## config.mk

```make
export PLATFORM = sky130hd
export DESIGN_NAME = full_subtractor
export DESIGN_NICKNAME = d
export VERILOG_FILES = /design/src/rtl/arith_pkg.sv /design/src/rtl/full_subtractor_cell.sv /design/src/rtl/full_subtractor.sv
export SDC_FILE = /design/constraint.sdc
export NUM_CORES = 1
export LEC_CHECK = 0
export ABC_AREA = 1
export BUFFER_PORTS_ARGS = -buffer_cell sky130_fd_sc_hd__buf_4
export CAP_MARGIN = 5
export CORE_AREA = 2 2 39 41
export CTS_BUF_LIST = sky130_fd_sc_hd__clkbuf_4
export CTS_CLUSTER_DIAMETER = 40
export DETAILED_ROUTE_END_ITERATION = 6
export DIE_AREA = 0 0 41 43
export SLEW_MARGIN = 10
export SYNTH_ARGS = -nofsm -noshare
export SYNTH_HDL_FRONTEND = slang
export SYNTH_SLANG_ARGS = --single-unit
```

## constraint.sdc

```tcl
create_clock -name clk -period 1.3 [get_ports clk]
set_input_delay 0.325 -clock clk [delete_from_list [all_inputs] [get_ports clk]]
set_output_delay 0.325 -clock clk [all_outputs]
set_load 0.05 [all_outputs]
```

## src/rtl/arith_pkg.sv

```systemverilog
// Shared single-bit arithmetic helpers and defaults for the leaf arithmetic primitives.
package arith_pkg;

  localparam logic FS_BORROW_RST = 1'b0;

  typedef struct packed {
    logic d;
    logic bo;
  } fs_res_t;

  function automatic logic fs_diff(input logic a, input logic b, input logic bin);
    return a ^ b ^ bin;
  endfunction

  function automatic logic fs_borrow(input logic a, input logic b, input logic bin);
    return (~a & b) | (~(a ^ b) & bin);
  endfunction

  function automatic fs_res_t fs_eval(input logic a, input logic b, input logic bin);
    fs_res_t r;
    r.d  = fs_diff(a, b, bin);
    r.bo = fs_borrow(a, b, bin);
    return r;
  endfunction

endpackage

```

## src/rtl/full_subtractor_cell.sv

```systemverilog
// Purely combinational single-bit full subtractor: d = a - b - bin, with borrow-out.
module full_subtractor_cell
  import arith_pkg::*;
(
  input  logic a_i,
  input  logic b_i,
  input  logic bin_i,
  output logic d_o,
  output logic bo_o
);

  fs_res_t res;

  always_comb begin
    res  = fs_eval(a_i, b_i, bin_i);
    d_o  = res.d;
    bo_o = res.bo;
  end

endmodule

```

## src/rtl/full_subtractor.sv

```systemverilog
// Full subtractor with optional bit-serial chaining through an internal borrow register,
// registered or combinational result outputs, and a registered valid flag.
module full_subtractor
  import arith_pkg::*;
#(
  parameter bit   REG_OUT    = 1'b1,
  parameter logic BORROW_RST = FS_BORROW_RST
) (
  input  logic clk,
  input  logic rst,
  input  logic a,
  input  logic b,
  input  logic c,
  input  logic in_valid,
  input  logic chain_en,
  input  logic first,
  output logic d,
  output logic bo,
  output logic out_valid
);

  logic bin;
  logic cell_d;
  logic cell_bo;
  logic borrow_q;
  logic borrow_d;
  logic valid_q;

  // The chained borrow is only used mid-word; the first bit of a word restarts from c.
  always_comb begin
    bin = c;
    if (chain_en && !first) begin
      bin = borrow_q;
    end
  end

  full_subtractor_cell u_cell (
    .a_i   (a),
    .b_i   (b),
    .bin_i (bin),
    .d_o   (cell_d),
    .bo_o  (cell_bo)
  );

  always_comb begin
    borrow_d = borrow_q;
    if (in_valid) begin
      borrow_d = cell_bo;
    end
  end

  always_ff @(posedge clk or posedge rst) begin
    if (rst) begin
      borrow_q <= BORROW_RST;
      valid_q  <= 1'b0;
    end else begin
      borrow_q <= borrow_d;
      valid_q  <= in_valid;
    end
  end

  assign out_valid = valid_q;

  generate
    if (REG_OUT) begin : g_reg_out
      logic d_q;
      logic d_d;
      logic bo_q;
      logic bo_d;

      always_comb begin
        d_d  = d_q;
        bo_d = bo_q;
        if (in_valid) begin
          d_d  = cell_d;
          bo_d = cell_bo;
        end
      end

      always_ff @(posedge clk or posedge rst) begin
        if (rst) begin
          d_q  <= 1'b0;
          bo_q <= 1'b0;
        end else begin
          d_q  <= d_d;
          bo_q <= bo_d;
        end
      end

      assign d  = d_q;
      assign bo = bo_q;
    end else begin : g_comb_out
      // Outputs are still forced low while reset is held so reset behaves the same in both builds.
      assign d  = rst ? 1'b0 : cell_d;
      assign bo = rst ? 1'b0 : cell_bo;
    end
  endgenerate

endmodule

```

# Word-level counts from Yosys, hierarchy flattened
# Index checks and enable logic that the tools add are counted.
# totals
regBits	3
input_bits	8
elab_cells	13
# op_classes
n_mux	1
bitwise_logic	7
n_reduce_logical	2
# ops
operator	count
bitwise AND 1 bit	2
inverter 1 bit	2
bitwise XOR 1 bit	2
logical AND 1 bit	1
zero test 1 bit	1
two-way mux 1 bit	1
bitwise OR 1 bit	1

# Depth between registers and ports, before layout
# Gate-level depths: netlist of run 1.
# depth
word_depth	5
ltp_mapped	7
mapped_depth_nobuf	7

# By module
# Synthesis of run 1 repeated with hierarchy kept, for this count alone.
# hier_totals
hier_cells	19
hier_area_um2	155.1
# modules_own_cells
module	n_inst	cells_each	area_per_inst_um2
full_subtractor	1	15	123.9
full_subtractor_cell	1	4	31.3

# Worst setup path after synthesis of run 1
# OpenSTA, ideal clock, no wires.
# synth_path
path_type	flip-flop to flip-flop
from	register bo (netlist name)
to	register g_reg_out.d_q, in the netlist d
t_arrival_ps	1360
required_ps	1181
path_slack_ps	-179
stages_incl_launch_ff	7
cell_sequence	dfrtp_1 -> inv_1 -> nand3_1 -> nand2_1 -> fa_1 -> nand2_1 -> nand2_1
# synth_lines
item	line_no	text
to (signal assigned)	full_subtractor.sv:82	d_q <= 1'b0;
to (signal assigned)	full_subtractor.sv:85	d_q <= d_d;
to (decl)	full_subtractor.sv:66	logic d_q;

==> impl_metrics.env, run 1 <==
export IMPL_period_needed_ns=1.216
export IMPL_synth_area_top_cells="dfrtp_1 (49%), nand2_1 (17%), inv_1 (15%)"
export IMPL_netlist_instances=19
export IMPL_hold_class="input pin to flop"
export IMPL_cellInternalPower_uw=280.3
export IMPL_die_x_um=41
export IMPL_start_kind="flop"
export IMPL_end_kind="flop"
export IMPL_rsz0062_at_grt="no"
export IMPL_worstSetupPathType="flop to flop"
export IMPL_grt_max_degree=4
export IMPL_multi_input_area_sq_um=56.30
export IMPL_fin_crit_sh_pct=93.55
export IMPL_drcViolationCount=0
export IMPL_area_growth_pct=88.62
export IMPL_status="finished, final reports clean"
export IMPL_combPwrFrac_pct=25.7
export IMPL_cts_buffer_depth=2
export IMPL_power_leakage_uw=0.0001668
export IMPL_crit_fanout=3
export IMPL_wl_per_cell_um=6.400
export IMPL_pre_cts_ws_ns=-0.006017
export IMPL_crit_chain="inv_1 > nand3_1 > nand2_1 > fa_1 > nand2_1 > nand2_1"
export IMPL_antenna_found_initial=0
export IMPL_synth_avg_cell_area_sq_um=8.100
export IMPL_grt_pass1_wl_um=510
export IMPL_io_pins=11
export IMPL_portBuffers=10
export IMPL_cpLargestDelayFamily="flip-flops"
export IMPL_slowest_delay_ns=0.40
export IMPL_design_area_sq_um=290.3
export IMPL_drive_above_1_share_pct=44.12
export IMPL_hold_viol_final=0
export IMPL_wl_um=320
export IMPL_row_count=14
export IMPL_critPathMostFrequentCell="nand2_1"
export IMPL_synth_nets=28
export IMPL_worst_endpoint_required_ns=1.42
export IMPL_core_sq_um=1384
export IMPL_cts_root_buf="clkbuf_4"
export IMPL_dr_pass1_iters=1
export IMPL_grt_overflow=0
export IMPL_placed_area_sq_um=250.2
export IMPL_yosys_area_top_type="dfrtp_1"
export IMPL_layout_setup_ws_ns=0.08380
export IMPL_fmax_mhz=822.2
export IMPL_yosys_warnings=0
export IMPL_drt_vias_per_instance=3.280
export IMPL_final_util_pct=20.98
export IMPL_htree_levels=1
export IMPL_netSwitchingPower_uw=113.1
export IMPL_drtIter0Drc=0
export IMPL_antenna_cells=0
export IMPL_power_frac_clock_pct=46.0
export IMPL_synth_distinct_cells=6
export IMPL_place_congestion=0.4973
export IMPL_die_h_um=43
export IMPL_setup_viol=0
export IMPL_clock_sinks=3
export IMPL_fillers=157
export IMPL_power_frac_seq_pct=28.3
export IMPL_worstPathArrival_ns=1.33
export IMPL_hpwl_um=276.9
export IMPL_synth_top_area_share_pct=48.78
export IMPL_post_cts_buffers=0
export IMPL_grt_pass1_vias=165
export IMPL_drv_cap=0
export IMPL_skew_ns=0.0009599
export IMPL_ys_ff_latch=3
export IMPL_seq_area_frac_synth_pct=48.78
export IMPL_cts_tree="done"
export IMPL_power_density_nw_per_um2=1355
export IMPL_nets=44
export IMPL_switching_share_pct=28.75
export IMPL_drtAntennaViolNets=0
export IMPL_clk_latency_ns=0.23
export IMPL_seqCellArea_sq_um=76.32
export IMPL_slew_headroom_pct=90.36
export IMPL_crit_path_top_delay_cell="dfrtp_2"
export IMPL_fp_dieArea_sq_um=1763
export IMPL_worst_pin_slew_ns=0.1458
export IMPL_vdd_drop_max_mv=0.1675
export IMPL_worst_path_buf_inv=1
export IMPL_via_count=164
export IMPL_tritoncts_num_buffers=3
export IMPL_drv_slew=0
export IMPL_syn_area_sq_um=153.9
export IMPL_gr_usage_all_layers_pct=4.317
export IMPL_initial_core_util_pct=11.12
export IMPL_path_clk_slew_ns=0.04
[metrics by stage]
stage          hold WS, ns  power [uW]  setup TNS [ns]  instances
5_1_grt             0.2145       419.9               0         50
6_report            0.2236       393.3               0         50
4_1_cts             0.2228       398.4               0         50
3_3_place_gp        0.2010       212.1               0         45
3_5_place_dp        0.2075       213.2       -0.006017         45
2_1_floorplan      0.07858       172.7        -0.04389         19
[layout by cell type (no fill, tap or decap)]
cell and n:
inv_1 6, clkbuf_4 4, nand2_1 7, o21ai_1 1
fa_1 1, dfrtp_2 1, buf_4 10, dlygate4sd3_1 1
nand3_1 1, dfrtp_1 2
[path summary, 6_finish.rpt]
path / cells past startpoint / endpoint / from / slack [ns]
worst max-delay path: 6 / d / bo / 0.08
worst min-delay path: 1 / out_valid / in_valid / 0.22
worst max register to register: 6 / d / bo / 0.08
worst min register to register: 2 / d / d / 0.47
max in group asynchronous: 3 / bo / rst / 0.63
min in group asynchronous: 3 / bo / rst / 0.53
[cells by family (layout without fill, tap and decap cells)]
family / count (synthesis) / in the layout / synth area share, %
and+or+nand+nor: 8 / 8 / 20.33
DFF: 3 / 3 / 48.78
buffers and inverters: 6 / 21 / 14.63
AOI/OAI and AO/OA: 1 / 1 / 3.249
adders and majority gates: 1 / 1 / 13.01
[power by group through the flow]
| stage | Clock [uW] | Combinational [uW] | Sequential [uW] |
|---|---|---|---|
| after global placement | 0 | 99.5 | 113 |
| after CTS | 184 | 102 | 112 |
| after global routing | 197 | 110 | 114 |
| after floorplan | 0 | 21.5 | 151 |
| after detailed placement | 0 | 100 | 113 |
| final | 181 | 101 | 111 |
[sequential cells by signal, summed over array words and instances (netlist names)]
name,count
d,1
bo,1
out_valid,1
[cell usage after synthesis]
cell and instances:
nand2_1 7, inv_1 6, dfrtp_1 3, fa_1 1
nand3_1 1, o21ai_1 1
[repair_timing]
item	4_1_cts	5_1_grt
gates resized for setup	0	0
endpoints found under the setup margin	0	1
endpoints found under the hold margin	3	0
hold buffers	1	0
[cell type report]
cell class,instances,area share [%]
sequential,3,26.29
timing repair buffer,11,29.31
clock buffer,4,10.34
inverter,6,7.759
multi-input combinational,10,19.40
tap,16,6.897
[metal layers]
| layer | up-vias | share of wire [%] | track usage [%] |
|---|---|---|---|
| met5 | - | 0 | 0 |
| met4 | 0 | 0 | 4.000 |
| li1 | 83 | - | - |
| met2 | 7 | 64 | 7.187 |
| met1 | 74 | 25 | 3.537 |
| met3 | 0 | 11 | 1.571 |
Power figures use the tool's default switching activity.
==> run 2: changes to the inputs <==
--- a/config.mk
+++ b/config.mk
@@ -16,4 +16,5 @@
 export SLEW_MARGIN = 10
 export SYNTH_ARGS = -nofsm -noshare
 export SYNTH_HDL_FRONTEND = slang
+export SYNTH_HIERARCHICAL = 1
 export SYNTH_SLANG_ARGS = --single-unit
==> impl_metrics.env, run 2 <==
export IMPL_initial_core_util_pct=11.21
export IMPL_mostFrequentLayoutCells="buf_4 (10), inv_1 (7), nand2_1 (5), clkbuf_4 (4)"
export IMPL_drcViolationCount=0
export IMPL_final_common_cell="buf_4"
export IMPL_synth_avg_cell_area_sq_um=8.166
export IMPL_area_growth_pct=91.13
export IMPL_gr_usage_all_layers_pct=5.539
export IMPL_layout_setup_ws_ns=0.08138
export IMPL_io_pins=11
export IMPL_r2r_end="d"
export IMPL_crit_chain="nand3_2 > nand2_1 > inv_1 > fa_1 > nand2_1 > o21ai_1"
export IMPL_grt_pass1_wl_um=469
export IMPL_path_clk_slew_ns=0.04
export IMPL_drt_vias_per_instance=3.100
export IMPL_clock_sinks=3
export IMPL_worst_pin_slew_ns=0.1464
export IMPL_seqCellArea_sq_um=76.32
export IMPL_synth_enable_flop_cells=0
export IMPL_synth_ff_type="dfrtp_1"
export IMPL_vdd_drop_max_mv=0.2368
export IMPL_place_inst=45
export IMPL_setup_viol=0
export IMPL_drive_above_1_share_pct=47.06
export IMPL_end_kind="flop"
export IMPL_finalNonFillerCells=50
export IMPL_hold_end="out_valid"
export IMPL_synth_top_area_share_pct=48.39
export IMPL_worstSetupPathType="flop to flop"
export IMPL_row_count=14
export IMPL_period_needed_ns=1.219
export IMPL_pre_cts_ws_ns=-0.04803
export IMPL_rsz0062_at_grt="yes"
export IMPL_cts_root_buf="clkbuf_4"
export IMPL_drtAntennaViolNets=0
export IMPL_start_kind="flop"
export IMPL_status="finished, final reports clean"
export IMPL_hold_viol_final=0
export IMPL_hold_class="input pin to flop"
export IMPL_seq_area_frac_synth_pct=48.39
export IMPL_syn_area_sq_um=155.1
export IMPL_clk_latency_ns=0.23
export IMPL_grt_pass1_vias=127
export IMPL_antenna_cells=0
export IMPL_htree_levels=1
export IMPL_wl_per_cell_um=6.180
export IMPL_drv_cap=0
export IMPL_antenna_found_initial=0
export IMPL_r2r_cells=6
export IMPL_fp_dieArea_sq_um=1763
export IMPL_die_x_um=41
export IMPL_portBuffers=10
export IMPL_tritoncts_num_buffers=3
export IMPL_crit_path_top_delay_cell="dfrtp_2"
export IMPL_worstPathArrival_ns=1.34
export IMPL_synth_area_top_cells="dfrtp_1 (48%), inv_1 (17%), fa_1 (13%)"
export IMPL_power_leakage_uw=0.0001662
export IMPL_grt_max_degree=6
export IMPL_cts_tree="done"
export IMPL_synth_distinct_cells=6
export IMPL_critPathMostFrequentCell="nand2_1"
export IMPL_async_flop_share_pct=100.0
export IMPL_r2r_slack_ns=0.08
export IMPL_regToRegStartpoint="bo"
export IMPL_place_congestion=0.6051
export IMPL_nets=44
export IMPL_hpwl_um=236.7
export IMPL_fmax_mhz=820.6
export IMPL_whs_ns=0.2294
export IMPL_slowest_delay_ns=0.41
export IMPL_grt_overflow=0
export IMPL_core_sq_um=1384
export IMPL_multi_input_area_sq_um=58.81
export IMPL_cts_buffer_depth=2
export IMPL_drv_slew=0
export IMPL_slew_headroom_pct=90.32
export IMPL_worst_endpoint_required_ns=1.42
export IMPL_min_path_cells=1
export IMPL_fin_crit_sh_pct=93.74
export IMPL_ys_ff_latch=3
export IMPL_yosys_warnings=6
export IMPL_die_h_um=43
export IMPL_drtIter0Drc=1
export IMPL_dr_pass1_iters=2
export IMPL_yosys_area_top_type="dfrtp_1"
export IMPL_post_synth_top_count_cell="inv_1"
export IMPL_via_count=155
export IMPL_crit_fanout=3
export IMPL_synth_nets=28
export IMPL_fillers=161
export IMPL_wl_um=309
export IMPL_hp_start="in_valid"
export IMPL_skew_ns=0.0002500
export IMPL_netlist_instances=19
export IMPL_power_density_nw_per_um2=1357
export IMPL_yosys_top_cells_count="inv_1 (7), nand2_1 (5), dfrtp_1 (3), o21ai_1 (2)"
run 2: cell count changes after synthesis, sizes merged:
cell,previous run,this run
inv,6,7
nand2,7,5
o21ai,1,2
run 2: where the power goes:
group	switching, uW	internal (uW)
clock	51.5	136
sequential	6.58	105
combinational	62.7	40.3
run 2: worst max-delay path by stage:
stage	endpoint	slack, ns	start	cells past startpoint
after floorplan	d	-0.04	bo	6
after global placement	d	-0.03	first	9
after detailed placement	d	-0.05	first	9
after CTS	d	0.08	bo	6
after global routing	d	-0.02	bo	6
final	d	0.08	bo	6
run 2: cell families (layout without fill, tap and decap cells):
logic type | after synthesis | count (layout) | synth area share (%)
compound gates | 2 | 2 | 6.452
buf+inv | 7 | 22 | 16.94
simple gates | 6 | 6 | 15.32
flops | 3 | 3 | 48.39
fa+ha+maj | 1 | 1 | 12.90
run 2: area by class of cell:
type	instances	share of cell area, %
sequential	3	25.74
clock buffer	4	10.13
timing repair buffer	11	28.69
multi-input combinational	9	19.83
inverter	7	8.861
tap	16	6.751
run 2: repair_timing:
item	4_1_cts	5_1_grt
endpoints found under the hold margin	3	0
hold buffers	1	0
setup buffers	0	0
gates resized for setup	0	0
setup endpoints to repair	0	1
run 2: per-layer routing:
metal | global-route usage (%) | vias up | wire length (um)
li1 | - | 82 | -
met1 | 4.870 | 56 | 114
met4 | 14.00 | 0 | 34
met5 | 0 | - | 0
met3 | 3.141 | 4 | 47
met2 | 4.063 | 13 | 112
run 2: through the flow:
step / total power [uW] / cell area (sq um) / utilization (%) / TNS (ns)
2_1_floorplan: 173.4 / 161.4 / - / -0.04207
4_1_cts: 412.4 / 296.5 / 21.43 / 0
6_report: 402.3 / 296.5 / 21.43 / 0
3_5_place_dp: 215.0 / 256.5 / 18.54 / -0.04803
3_3_place_gp: 214.0 / 256.5 / 18.54 / -0.03204
5_1_grt: 437.4 / 296.5 / 21.43 / -0.01541
run 2: worst max-delay path, delay by kind of cell (launching register included):
family,cells,cell delay [ns]
adder cells (fa/ha/maj),1,0.41
AO/OA/AOI/OAI,1,0.05
buffers and inverters,1,0.06
AND/OR/NAND/NOR,3,0.17
flip-flops,1,0.41
==> run 3: changes to the inputs <==
==> constraint.sdc (replaced) <==
create_clock -name clk -period 1.3 [get_ports clk]
set_input_delay 0.065 -clock clk [delete_from_list [all_inputs] [get_ports clk]]
set_output_delay 0.065 -clock clk [all_outputs]
set_load 0.05 [all_outputs]
==> impl_metrics.env, run 3 (synthesis results as in run 2) <==
export IMPL_status="finished, final reports clean"
export IMPL_tritoncts_num_buffers=3
export IMPL_post_cts_buffers=0
export IMPL_gr_usage_all_layers_pct=5.237
export IMPL_final_common_cell="buf_4"
export IMPL_hp_start="a"
export IMPL_io_pins=11
export IMPL_die_h_um=43
export IMPL_nets=45
export IMPL_antenna_found_initial=0
export IMPL_route_met2_wl_um=109
export IMPL_wl_um=316
export IMPL_drcViolationCount=0
export IMPL_core_sq_um=1384
export IMPL_worstSetupPathType="flop to flop"
export IMPL_r2r_cells=6
export IMPL_r2r_slack_ns=0.09
export IMPL_hold_viol_final=0
export IMPL_cts_tree="done"
export IMPL_switching_share_pct=29.23
export IMPL_mostFrequentLayoutCells="buf_4 (10), inv_1 (6), nand2_1 (5), clkbuf_4 (4)"
export IMPL_worst_endpoint_required_ns=1.42
export IMPL_start_kind="flop"
export IMPL_fin_tns_setup_ns=0
export IMPL_placed_area_sq_um=256.5
export IMPL_whs_ns=0.2179
export IMPL_power_frac_seq_pct=28.0
export IMPL_power_density_nw_per_um2=1304
export IMPL_worstPathArrival_ns=1.32
export IMPL_hold_class="input pin to flop"
export IMPL_crit_fanout=3
export IMPL_grt_pass1_wl_um=489
export IMPL_row_count=14
export IMPL_end_kind="flop"
export IMPL_clk_latency_ns=0.23
export IMPL_fillers=166
export IMPL_pre_cts_ws_ns=0.08490
export IMPL_die_x_um=41
export IMPL_top_layer_used="met4"
export IMPL_fmax_mhz=827.9
export IMPL_drt_vias_per_instance=3.235
export IMPL_grt_max_degree=6
export IMPL_fp_dieArea_sq_um=1763
export IMPL_portBuffers=10
export IMPL_hold_end="d"
export IMPL_via_count=165
export IMPL_drtIter0Drc=1
export IMPL_setup_viol=0
export IMPL_r2r_end="d"
export IMPL_dr_pass1_iters=3
export IMPL_place_congestion=0.6294
export IMPL_layout_setup_ws_ns=0.09211
export IMPL_drv_cap=0
export IMPL_slew_headroom_pct=90.24
export IMPL_worst_pin_slew_ns=0.1476
export IMPL_area_growth_pct=97.58
export IMPL_m1WireLength_um=140
export IMPL_vdd_drop_max_mv=0.2729
export IMPL_min_path_cells=4
export IMPL_fin_crit_sh_pct=92.91
export IMPL_skew_ns=0.0008843
export IMPL_design_area_sq_um=306.5
export IMPL_drtAntennaViolNets=0
export IMPL_cts_root_buf="clkbuf_4"
export IMPL_initial_core_util_pct=11.21
export IMPL_power_leakage_uw=0.0001695
export IMPL_cellInternalPower_uw=282.8
export IMPL_cts_buffer_depth=2
export IMPL_path_clk_slew_ns=0.04
export IMPL_antenna_cells=0
export IMPL_combPwrFrac_pct=26.4
export IMPL_period_needed_ns=1.208
export IMPL_wl_per_cell_um=6.196
export IMPL_rsz0062_at_grt="yes"
export IMPL_grt_pass1_vias=137
export IMPL_met3_wirelength_um=46
export IMPL_netSwitchingPower_uw=116.8
export IMPL_grt_overflow=0
export IMPL_clock_sinks=3
export IMPL_regToRegStartpoint="bo"
export IMPL_drive_above_1_share_pct=48.57
export IMPL_power_frac_clock_pct=45.6
export IMPL_final_util_pct=22.15
export IMPL_drv_slew=0
export IMPL_htree_levels=1
run 3: changes by cell type in the layout (fill, tap and decap cells not counted), sizes merged:
cell,previous run,this run
dlygate4sd3,1,2
run 3: critical path, cell delays in order, from the launching register on:
cell,delay [ns]
dfrtp_2,0.41
nand3_2,0.07
nand2_1,0.05
inv_2,0.05
fa_1,0.39
nand2_1,0.06
o21ai_1,0.05
run 3: area by class of cell:
cell class,instances,area [sq um],share of cell area (%)
repair buffers,12,95.09,31.02
flip-flops and latches,3,76.32,24.90
multi-input cells,9,58.81,19.18
clock buffers,4,30.03,9.796
inverters,7,26.28,8.571
well taps,16,20.02,6.531
run 3: repair_timing:
item	in CTS	in global routing
hold buffers	2	0
resized for setup	0	1
setup endpoints to repair	0	1
hold endpoints to repair	4	0
run 3: routing by layer:
layer  track usage [%]  up-vias
met3             1.571        2
met4             12.00        0
met5                 0        -
li1                  -       85
met1             5.844       67
met2             4.063       11
run 3: how the worst max path moves through the flow:
| stage | from | endpoint | slack (ns) | depth (start not counted) |
|---|---|---|---|---|
| 6_report | bo | d | 0.09 | 6 |
| 3_3_place_gp | bo | d | 0.1 | 6 |
| 2_1_floorplan | bo | d | -0.04 | 6 |
| 5_1_grt | bo | d | -0.002 | 6 |
| 3_5_place_dp | bo | d | 0.08 | 6 |
| 4_1_cts | bo | d | 0.08 | 6 |
run 3: metrics by stage:
| step | power [uW] | instances |
|---|---|---|
| 3_3_place_gp | 214.7 | 45 |
| 3_5_place_dp | 215.2 | 45 |
| 6_report | 399.6 | 51 |
| 2_1_floorplan | 173.4 | 19 |
| 4_1_cts | 414.4 | 51 |
| 5_1_grt | 436.7 | 51 |
run 3: power groups by stage:
stage	logic [uW]	clock network (uW)	registers, uW
after floorplan	22.7	0	151
after global placement	102	0	113
after detailed placement	102	0	113
after CTS	107	195	112
after global routing	118	205	114
final	106	182	112
